--- src/rtl/muldiv_unit_pkg.sv ---
// Shared HI/LO unit op codes and small decode helpers.
// Codes 4'hA..4'hF are unassigned and ignored by the unit.
package muldiv_unit_pkg;

  localparam logic [3:0] mulMULT  = 4'h0;
  localparam logic [3:0] mulMULTU = 4'h1;
  localparam logic [3:0] mulMADD  = 4'h2;
  localparam logic [3:0] mulMADDU = 4'h3;
  localparam logic [3:0] mulMSUB  = 4'h4;
  localparam logic [3:0] mulMSUBU = 4'h5;
  localparam logic [3:0] mulDIV   = 4'h6;
  localparam logic [3:0] mulDIVU  = 4'h7;
  localparam logic [3:0] mulSetLO = 4'h8;
  localparam logic [3:0] mulSetHI = 4'h9;

  function automatic logic f_is_mul(input logic [3:0] f);
    return f inside {mulMULT, mulMULTU, mulMADD, mulMADDU, mulMSUB, mulMSUBU};
  endfunction

  function automatic logic f_is_div(input logic [3:0] f);
    return f inside {mulDIV, mulDIVU};
  endfunction

  function automatic logic f_is_signed(input logic [3:0] f);
    return f inside {mulMULT, mulMADD, mulMSUB, mulDIV};
  endfunction

  function automatic logic f_is_known(input logic [3:0] f);
    return f_is_mul(f) || f_is_div(f) || (f == mulSetLO) || (f == mulSetHI);
  endfunction

endpackage

--- src/rtl/muldiv_unit_div_iter.sv ---
// Restoring divider datapath: magnitude load, one quotient bit per step,
// sign fix-up applied combinationally on the outputs.
module div_iter #(
  parameter int WIDTH = 32
) (
  input  logic             clk,
  input  logic             rst_n,
  input  logic             i_load,
  input  logic             i_step,
  input  logic             i_signed,
  input  logic [WIDTH-1:0] i_dividend,
  input  logic [WIDTH-1:0] i_divisor,
  output logic [WIDTH-1:0] o_quotient,
  output logic [WIDTH-1:0] o_remainder
);

  logic [WIDTH-1:0] r_quo;
  logic [WIDTH-1:0] r_rem;
  logic [WIDTH-1:0] r_dvs;
  logic             r_neg_q;
  logic             r_neg_r;

  logic             w_sgn_a;
  logic             w_sgn_b;
  logic [WIDTH-1:0] w_mag_a;
  logic [WIDTH-1:0] w_mag_b;
  logic [WIDTH:0]   w_shift;
  logic [WIDTH:0]   w_diff;

  assign w_sgn_a = i_signed & i_dividend[WIDTH-1];
  assign w_sgn_b = i_signed & i_divisor[WIDTH-1];
  // Negating MIN wraps back to MIN, which read unsigned is the right magnitude.
  assign w_mag_a = w_sgn_a ? (~i_dividend + 1'b1) : i_dividend;
  assign w_mag_b = w_sgn_b ? (~i_divisor + 1'b1) : i_divisor;

  // Dividend bits shift out of the quotient register into the partial remainder.
  assign w_shift = {r_rem, r_quo[WIDTH-1]};
  assign w_diff  = w_shift - {1'b0, r_dvs};

  always_ff @(posedge clk or negedge rst_n) begin
    if (!rst_n) begin
      r_quo   <= '0;
      r_rem   <= '0;
      r_dvs   <= '0;
      r_neg_q <= 1'b0;
      r_neg_r <= 1'b0;
    end else if (i_load) begin
      r_quo   <= w_mag_a;
      r_rem   <= '0;
      r_dvs   <= w_mag_b;
      r_neg_q <= w_sgn_a ^ w_sgn_b;
      r_neg_r <= w_sgn_a;
    end else if (i_step) begin
      if (!w_diff[WIDTH]) begin
        r_rem <= w_diff[WIDTH-1:0];
        r_quo <= {r_quo[WIDTH-2:0], 1'b1};
      end else begin
        r_rem <= w_shift[WIDTH-1:0];
        r_quo <= {r_quo[WIDTH-2:0], 1'b0};
      end
    end
  end

  assign o_quotient  = r_neg_q ? (~r_quo + 1'b1) : r_quo;
  assign o_remainder = r_neg_r ? (~r_rem + 1'b1) : r_rem;

endmodule

--- src/rtl/muldiv_unit.sv ---
// HI/LO multiply/divide unit: fixed-latency multiply-class ops, iterative
// divide, early divide-by-zero completion, flush abort and done strobe.
//
// state  | meaning
// IDLE   | accepting ops; SetHI/SetLO and divide-by-zero finish here
// MUL    | counting down MUL_LAT, product written back at terminal count
// DIV    | setup load, WIDTH restoring steps, then signed writeback
module muldiv_unit
  import muldiv_unit_pkg::*;
#(
  parameter int WIDTH   = 32,
  parameter int MUL_LAT = 5
) (
  input  logic             clk,
  input  logic             rst_n,
  input  logic [WIDTH-1:0] a,
  input  logic [WIDTH-1:0] b,
  input  logic             start,
  input  logic [3:0]       func,
  input  logic             flush,
  output logic             busy,
  output logic             done,
  output logic             div_by_zero,
  output logic [WIDTH-1:0] hi,
  output logic [WIDTH-1:0] lo
);

  localparam int CNT_DIV_W = $clog2(WIDTH + 2);
  localparam int CNT_MUL_W = $clog2(MUL_LAT + 1);
  localparam int CNT_W     = (CNT_DIV_W > CNT_MUL_W) ? CNT_DIV_W : CNT_MUL_W;
  localparam logic [CNT_W-1:0] DIV_CNT = CNT_W'(WIDTH + 1);
  localparam logic [CNT_W-1:0] MUL_CNT = CNT_W'(MUL_LAT - 1);

  typedef enum logic [1:0] {S_IDLE, S_MUL, S_DIV} state_t;

  state_t             r_state;
  state_t             w_state_nxt;
  logic [WIDTH-1:0]   r_a;
  logic [WIDTH-1:0]   r_b;
  logic [3:0]         r_func;
  logic [CNT_W-1:0]   r_cnt;
  logic [WIDTH-1:0]   r_hi;
  logic [WIDTH-1:0]   r_lo;
  logic               r_done;
  logic               r_dz;
  logic               r_dz_pend;

  logic               w_accept;
  logic               w_mul_wb;
  logic               w_div_wb;
  logic               w_load;
  logic               w_step;
  logic               w_dec;
  logic               w_dz;

  logic [2*WIDTH-1:0] w_ext_a;
  logic [2*WIDTH-1:0] w_ext_b;
  logic [2*WIDTH-1:0] w_prod;
  logic [2*WIDTH-1:0] w_acc;
  logic [2*WIDTH-1:0] w_mul_res;
  logic               w_sgn;
  logic [WIDTH-1:0]   w_quo;
  logic [WIDTH-1:0]   w_rem;

  always_ff @(posedge clk or negedge rst_n) begin
    if (!rst_n) r_state <= S_IDLE;
    else        r_state <= w_state_nxt;
  end

  always_comb begin
    w_state_nxt = r_state;
    w_accept    = 1'b0;
    w_mul_wb    = 1'b0;
    w_div_wb    = 1'b0;
    w_load      = 1'b0;
    w_step      = 1'b0;
    w_dec       = 1'b0;
    w_dz        = 1'b0;
    case (r_state)
      S_IDLE: begin
        if (start && !flush && f_is_known(func)) begin
          w_accept = 1'b1;
          if (f_is_mul(func)) begin
            w_state_nxt = S_MUL;
          end else if (f_is_div(func)) begin
            if (b != '0) w_state_nxt = S_DIV;
            else         w_dz = 1'b1;
          end
        end
      end
      S_MUL: begin
        if (flush) begin
          w_state_nxt = S_IDLE;
        end else if (r_cnt == '0) begin
          w_mul_wb    = 1'b1;
          w_state_nxt = S_IDLE;
        end else begin
          w_dec = 1'b1;
        end
      end
      S_DIV: begin
        if (flush) begin
          w_state_nxt = S_IDLE;
        end else if (r_cnt == '0) begin
          w_div_wb    = 1'b1;
          w_state_nxt = S_IDLE;
        end else begin
          w_dec  = 1'b1;
          w_load = (r_cnt == DIV_CNT);
          w_step = (r_cnt != DIV_CNT);
        end
      end
      default: w_state_nxt = S_IDLE;
    endcase
  end

  assign w_sgn   = f_is_signed(r_func);
  assign w_ext_a = w_sgn ? {{WIDTH{r_a[WIDTH-1]}}, r_a} : {{WIDTH{1'b0}}, r_a};
  assign w_ext_b = w_sgn ? {{WIDTH{r_b[WIDTH-1]}}, r_b} : {{WIDTH{1'b0}}, r_b};
  assign w_prod  = w_ext_a * w_ext_b;
  assign w_acc   = {r_hi, r_lo};

  always_comb begin
    w_mul_res = w_prod;
    case (r_func)
      mulMADD, mulMADDU: w_mul_res = w_acc + w_prod;
      mulMSUB, mulMSUBU: w_mul_res = w_acc - w_prod;
      default:           w_mul_res = w_prod;
    endcase
  end

  div_iter #(.WIDTH(WIDTH)) u_div_iter (
    .clk         (clk),
    .rst_n       (rst_n),
    .i_load      (w_load),
    .i_step      (w_step),
    .i_signed    (w_sgn),
    .i_dividend  (r_a),
    .i_divisor   (r_b),
    .o_quotient  (w_quo),
    .o_remainder (w_rem)
  );

  always_ff @(posedge clk or negedge rst_n) begin
    if (!rst_n) begin
      r_a       <= '0;
      r_b       <= '0;
      r_func    <= '0;
      r_cnt     <= '0;
      r_hi      <= '0;
      r_lo      <= '0;
      r_done    <= 1'b0;
      r_dz      <= 1'b0;
      r_dz_pend <= 1'b0;
    end else begin
      r_done    <= w_mul_wb | w_div_wb | r_dz_pend;
      r_dz_pend <= w_dz;
      if (w_accept) begin
        r_a    <= a;
        r_b    <= b;
        r_func <= func;
        r_dz   <= 1'b0;
        r_cnt  <= f_is_div(func) ? DIV_CNT : MUL_CNT;
        if (func == mulSetHI) r_hi <= a;
        if (func == mulSetLO) r_lo <= a;
      end else if (w_dec) begin
        r_cnt <= r_cnt - 1'b1;
      end
      // A divide-by-zero resolving here outranks a clear from a same-edge accept.
      if (r_dz_pend) r_dz <= 1'b1;
      if (w_mul_wb) {r_hi, r_lo} <= w_mul_res;
      if (w_div_wb) begin
        r_hi <= w_rem;
        r_lo <= w_quo;
      end
    end
  end

  assign busy        = (r_state != S_IDLE);
  assign done        = r_done;
  assign div_by_zero = r_dz;
  assign hi          = r_hi;
  assign lo          = r_lo;

endmodule

--- config.mk ---
export PLATFORM = sky130hd
export DESIGN_NAME = muldiv_unit
export DESIGN_NICKNAME = d
export VERILOG_FILES = /design/src/rtl/muldiv_unit_pkg.sv /design/src/rtl/muldiv_unit_div_iter.sv /design/src/rtl/muldiv_unit.sv
export SDC_FILE = /design/constraint.sdc
export NUM_CORES = 2
export LEC_CHECK = 0
export ABC_AREA = 0
export CORE_MARGIN = 3
export CORE_UTILIZATION = 55
export DETAILED_ROUTE_END_ITERATION = 10
export GPL_TIMING_DRIVEN = 0
export PLACE_DENSITY = 0.68
export SLEW_MARGIN = 20
export SYNTH_ARGS = -nofsm -noshare
export SYNTH_HDL_FRONTEND = slang
export SYNTH_HIERARCHICAL = 1
export SYNTH_SLANG_ARGS = --single-unit
--- constraint.sdc ---
create_clock -name clk -period 13.4 [get_ports clk]
set_input_delay 4.02 -clock clk [delete_from_list [all_inputs] [get_ports clk]]
set_output_delay 4.02 -clock clk [all_outputs]
set_load 0.01 [all_outputs]
# Yosys cells after proc, flatten, opt, wreduce, memory -nomap -nowiden
# Index checks and enable logic that the tools add are counted.
classes:
  add_sub_neg: 8
  n_mul: 1
  eq_ne: 22
  muxes: 53
  n_bitwise: 9
  n_reduce_logical: 27
ops:
  columns: ["operator", "count"]
  rows:
  - ["$mux 32", 17]
  - ["$add 32x1->32 const B", 4]
  - ["$mux 64", 2]
  - ["$not 32->32", 4]
  - ["$pmux 64 s2", 1]
  - ["$add 64x64->64", 1]
  - ["$mul 64x64->64", 1]
  - ["$sub 64x64->64", 1]
  - ["$sub 33x32->33", 1]
  - ["$reduce_bool 32->1", 1]
  - ["$eq 4x3->1 const B", 7]
  - ["$mux 1", 23]
  - ["$mux 6", 3]
  - ["$eq 4x2->1 const B", 4]
  - ["$mux 2", 6]
  - ["$reduce_bool 2->1", 5]
  - ["$reduce_bool 3->1", 3]
  - ["$eq 4x4->1 const B", 2]
  - ["$logic_not 4->1", 2]
  - ["$eq 6x6->1 const B", 1]
  - ["$logic_not 6->1", 1]
  - ["$ne 3x3->1 const B", 2]
  - ["$ne 6x6->1 const B", 1]
  - ["$reduce_bool 6->1", 1]
  - ["18 further kinds", 26]
word_totals:
  reg_bits: 241
  in_bits: 72
  output_inout_bits: 67
  word_cells: 135

# Longest topological paths before layout
logic_depth:
  word_depth: 11
  mapped_depth: 50
  mapped_depth_nobuf: 46

# Hierarchy
# Netlist, hierarchy kept.
modules_own_cells:
  columns: ["module", "instances", "cells_each", "area_each_um2", "seq_area_each_um2"]
  rows:
  - ["muldiv_unit", 1, 6864, 61111.1, 3578.4]
  - ["div_iter", 1, 1069, 8684.6, 2452.4]

# Worst setup path after synthesis
# No wires, ideal clock.
synth_path:
  kind: "register -> register"
  startpoint: "reg r_func[0]"
  endpoint: "reg r_hi[31] (netlist: hi[31])"
  setup_time_ns: 0.126
  t_arrival_ns: 11.931
  path_slack_ns: 1.344
  path_stages_with_launch: 42
  period_less_slack_ns: 12.056
  cell_sequence: "dfrtp_1 nor2_1 and2_1 clkbuf_1 clkbuf_1 nand2_1 fa_1 inv_1 fa_1 inv_1 fa_1 inv_1 fa_1 fa_1 fa_1 fa_1 fa_1 fa_1 [... 6 more ...] o21ai_0 a21boi_0 o21ai_0 or4_1 a31oi_1 o2111ai_1 or4_4 o21ai_1 xnor2_1 ha_1 clkbuf_1 nand4_1 nor4b_1 nor3_1 or4_1 and3b_1 mux2i_1 o21ai_1"
synth_between:
  elab_chain_len: 8
  word_cells_on_any_way: 17
  cone_classes: "add/sub (2); mul (1); eq/ne (5); mux (5); reduce/logical (4)"
synth_rtl:
  columns: ["item", "line", "rtl"]
  rows:
  - ["start, declared", "muldiv_unit.sv:40", "logic [3:0] r_func;"]
  - ["start signal, assigned", "muldiv_unit.sv:161", "r_func <= func;"]
  - ["$eq 4x2->1, or another cell as far along", "muldiv_unit_pkg.sv:25, muldiv_unit.sv:125", null]
  - ["$reduce_bool 4->1", "muldiv_unit_pkg.sv:25", "return f inside {mulMULT, mulMADD, mulMSUB, mulDIV};"]
  - ["$mux 64 (on tied branches)", "muldiv_unit.sv:118, muldiv_unit.sv:119", null]
  - ["$mul 64x64->64", "muldiv_unit.sv:120", "assign w_prod = w_ext_a * w_ext_b;"]
  - ["$sub 64x64->64 or $add 64x64->64 (tied branches)", "muldiv_unit.sv:127, muldiv_unit.sv:126", null]
  - ["$pmux 64 s2 *", "muldiv_unit.sv:125", "case (r_func)"]
  - ["$mux 32 *", "muldiv_unit.sv:171", "if (w_mul_wb) {r_hi, r_lo} <= w_mul_res;"]
  - ["$mux 32 *", "muldiv_unit.sv:172", "if (w_div_wb) begin"]
  - ["end signal, assigned", "muldiv_unit.sv:171", null]
  - ["end signal, assigned", "muldiv_unit.sv:173", "r_hi <= w_rem;"]
  - ["end, declared", "muldiv_unit.sv:42", "logic [WIDTH-1:0] r_hi;"]
# Mark *: on every way between the ends. The rest lies on a longest branch, timed or not.
# A chain may end at the register's enable or synchronous reset.

# Worst setup path after layout
layout_path:
  startpoint: "reg r_b[26]"
  endpoint: "reg r_hi[31] (netlist: hi[31])"
layout_between:
  elab_chain_len: 6
  word_cells_on_any_way: 7
  cone_classes: "add/sub (2); mul (1); mux (4)"
layout_rtl:
  columns: ["item", "line", "rtl"]
  rows:
  - ["start, declared", "muldiv_unit.sv:39", "logic [WIDTH-1:0] r_b;"]
  - ["start signal, assigned", "muldiv_unit.sv:147", "r_b <= '0;"]
  - ["start signal, assigned", "muldiv_unit.sv:160", "r_b <= b;"]
  - ["$mux 64 *", "muldiv_unit.sv:119", "assign w_ext_b = w_sgn ? {{WIDTH{r_b[WIDTH-1]}}, r_b} : {{WIDTH{1'b0}}, r_b};"]
  - ["$mul 64x64->64 *", "muldiv_unit.sv:120", null]
  - ["$sub 64x64->64 or $add 64x64->64 (tied branches)", "muldiv_unit.sv:127, muldiv_unit.sv:126", null]
  - ["$pmux 64 s2 *", "muldiv_unit.sv:125", null]
  - ["$mux 32 *", "muldiv_unit.sv:171", null]
  - ["$mux 32 *", "muldiv_unit.sv:172", null]
# Marks and branches as above.

==> run_results.csv <==
group,metric,value,unit
timing,min_period,13.23,ns
final_layout,syn2layout_area_growth,8.93,%
floorplanning,die_y,362,um
worst_setup_path,critPathSlowestCell,"dfrtp_1",
worst_setup_path,required,13.88,ns
worst_setup_path,endpoint_kind,"flop",
final_layout,instances_no_fill,9835,
global_routing,grt_start_max_net_pins,75,
timing,min_period_over_period,0.987,
routing,wire_per_inst,30.5,um
logic_synthesis,ys.flop_type,"dfrtp_1",
clocking,clock_tree.root_cell,"clkbuf_16",
clocking,holdBufCountCts,0,
clocking,clk_pin_slew,0.07,ns
clocking,h-tree-depth,1,
logic_synthesis,syn-cell-area,69800,um^2
floorplanning,die_w,362,um
timing,fin_skew,0.0301,ns
floorplanning,dieArea,131000,um^2
global_routing,antenna_found_initial,24,
logic_synthesis,syn_inst,7933,
routing,num_vias,60700,
logic_synthesis,synth_edf_count,0,
routing,drc,0,
logic_synthesis,ys_async_sr_fraction,1.00,
worst_setup_path,critPathKind,"flop to flop",
flow_run,max_cap_violations,0,
final_layout,nets,10000,
logic_synthesis,yosysUniqueCellTypes,109,
worst_setup_path,cp-start-kind,"flop",
logic_synthesis,yosys_warnings,6,
clocking,clk_latency,0.62,ns
clocking,clkSinkCount,241,
final_layout,design_area,76000,um^2
global_routing,grt_pass1_vias,61500,
hold_path,hp-class,"flop to flop",
timing,setup_viol,0,
floorplanning,io_pins,139,
floorplanning,initial_core_util,0.555,
global_routing,grt_use_total,0.458,
logic_synthesis,ys_seq_elements,241,
logic_synthesis,syn_area_per_cell,8.80,um^2
routing,routed_wl,300000,um
placement,portBuffers,138,
outcome,status,"completed",
floorplanning,fp.coreArea,126000,um^2
logic_synthesis,synth_top_area_share,0.410,
clocking,cts_tree,"built",
timing,hold_violations,0,
clocking,clock_path_buffers,3,
timing,rsz0062_at_grt,"yes",
logic_synthesis,synthTopCellsByArea,"fa_1, inv_1, dfrtp_1",
placement,place_inst,9726,
placement,place_area,73400,um^2
clocking,cts_made_buffers,28,
worst_setup_path,critPathMaxStageDelay,0.92,ns
final_layout,drive_above_1_share,0.0667,
logic_synthesis,yosysSeqAreaShare,0.0864,
timing,slew_headroom,0.184,
logic_synthesis,syn_nets,9839,
global_routing,grt_pass1_wl,429000,um
logic_synthesis,synth_area_leader_cell,"fa_1",
worst_setup_path,cp.arrival,13.71,ns
placement,place_hpwl,253000,um
timing,drv_slew,0,
global_routing,grt_overflow_total,0,
worst_setup_path,cp_max_fo,10,
routing,avgViaCountPerCell,6.18,
placement,gp_congestion,1.09,
floorplanning,fp-row-count,130,
worst_setup_path,crit_top_cell,"fa_1",
routing,final_antenna_net_count,0,
timing,fmax,0.0756,GHz
routing,drt-pass1-iter-count,7,
timing,worst-slew-pin-transition,1.22,ns
routing,first_iter_violations,6926,
cell type report:
class / count / area (um^2)
repair buffers: 191 / 1880
well taps: 1650 / 2060
clock buffers: 34 / 754
flip-flops and latches: 241 / 6120
clock inverters: 17 / 174
inverters: 1612 / 6060
plain buffers: 371 / 1850
multi-input cells: 5688 / 57000
fillers: 11100 / 49700
diodes: 31 / 77.6
registers in the layout, indices dropped and copies added (netlist names), 2 cells and up:
signal / count
hi: 32
lo: 32
r_a: 32
r_b: 32
u_div_iter/r_dvs: 32
u_div_iter/r_quo: 32
u_div_iter/r_rem: 32
r_cnt: 6
r_func: 4
r_state: 2
path summary, 6_finish.rpt:
path / slack [ns] / cells past startpoint / startpoint / end
max in group asynchronous: 8.94 / 3 / rst_n / r_func[0]
hold / removal: 0.49 / 1 / div_by_zero / div_by_zero
hold reg to reg: 0.49 / 1 / div_by_zero / div_by_zero
setup reg to reg: 0.17 / 39 / r_b[26] / hi[31]
min in group asynchronous: 3.27 / 1 / rst_n / r_b[0]
setup / recovery: 0.17 / 39 / r_b[26] / hi[31]
worst max-delay path: cells and delay by family (launching register included):
family	cells	cell delay (ns)
AO/OA/AOI/OAI	10	2.23
multiplexers	2	0.40
flip-flops	1	0.92
buffers and inverters	7	1.39
XOR/XNOR	1	0.17
AND/OR/NAND/NOR	7	2.35
adder cells (fa/ha/maj)	12	5.61
Yosys cell counts, types with 70 or more instances:
cell	n
and2_1	570
a211oi_1	74
xor2_1	115
dfrtp_1	241
fa_1	1430
xnor2_1	228
o21ai_0	221
nand3_1	70
ha_1	404
a21o_1	77
clkbuf_1	348
nor3_1	82
nand2_1	1031
inv_1	1612
nor2_1	258
a21oi_1	307
cells in the final DEF (no fill, tap or decap), drive strengths merged, types with 18 or more instances in the layout:
master	n
a211o	18
a211oi	77
a21o	77
a21oi	309
a311oi	32
a31oi	38
and2	572
and3	40
and4	18
buf	130
clkbuf	329
clkdlybuf4s50	137
dfrtp	241
diode	31
fa	1430
ha	404
inv	1614
mux2i	63
nand2	1031
nand2b	35
nand3	70
nand4	35
nor2	258
nor2b	35
nor3	83
nor4	32
o211ai	43
o21a	27
o21ai	239
o21bai	23
o31ai	48
or2	22
or3	50
xnor2	228
xor2	116
metrics by stage:
stage	worst slack [ns]	util	hold WS (ns)	TNS, ns
2_1_floorplan	1.34	-	0.421	0
3_3_place_gp	-3.02	0.583	0.465	-763.30
3_5_place_dp	-2.82	0.584	0.473	-42.77
4_1_cts	0.00360	0.598	0.487	0
5_1_grt	-0.141	0.604	0.509	-0.281
6_report	0.173	0.605	0.493	0
logic make-up after synthesis:
| group | share of synthesized area |
|---|---|
| flops | 0.0864 |
| buf+inv | 0.108 |
| simple gates | 0.163 |
| xor+xnor | 0.0439 |
| mux | 0.0103 |
| compound gates | 0.104 |
| fa+ha+maj | 0.483 |
metal layers:
| metal | wire length, um | part of all wire | GRT usage |
|---|---|---|---|
| met3 | 36900 | 0.12 | 0.134 |
| met5 | 133 | 0.00044 | 0 |
| met4 | 24600 | 0.082 | 0.292 |
| met1 | 109000 | 0.36 | 0.576 |
| met2 | 129000 | 0.43 | 0.694 |
timing repair:
item | CTS | global route
buffers inserted | 22 | 26
resized for setup | 294 | 238
endpoints found under the setup margin | 30 | 18
pin swaps | 14 | 24
endpoints found under the hold margin | 0 | 0
Power is not shown: default switching activity piles up to over one toggle a cycle in this logic, so the estimate is an artifact.
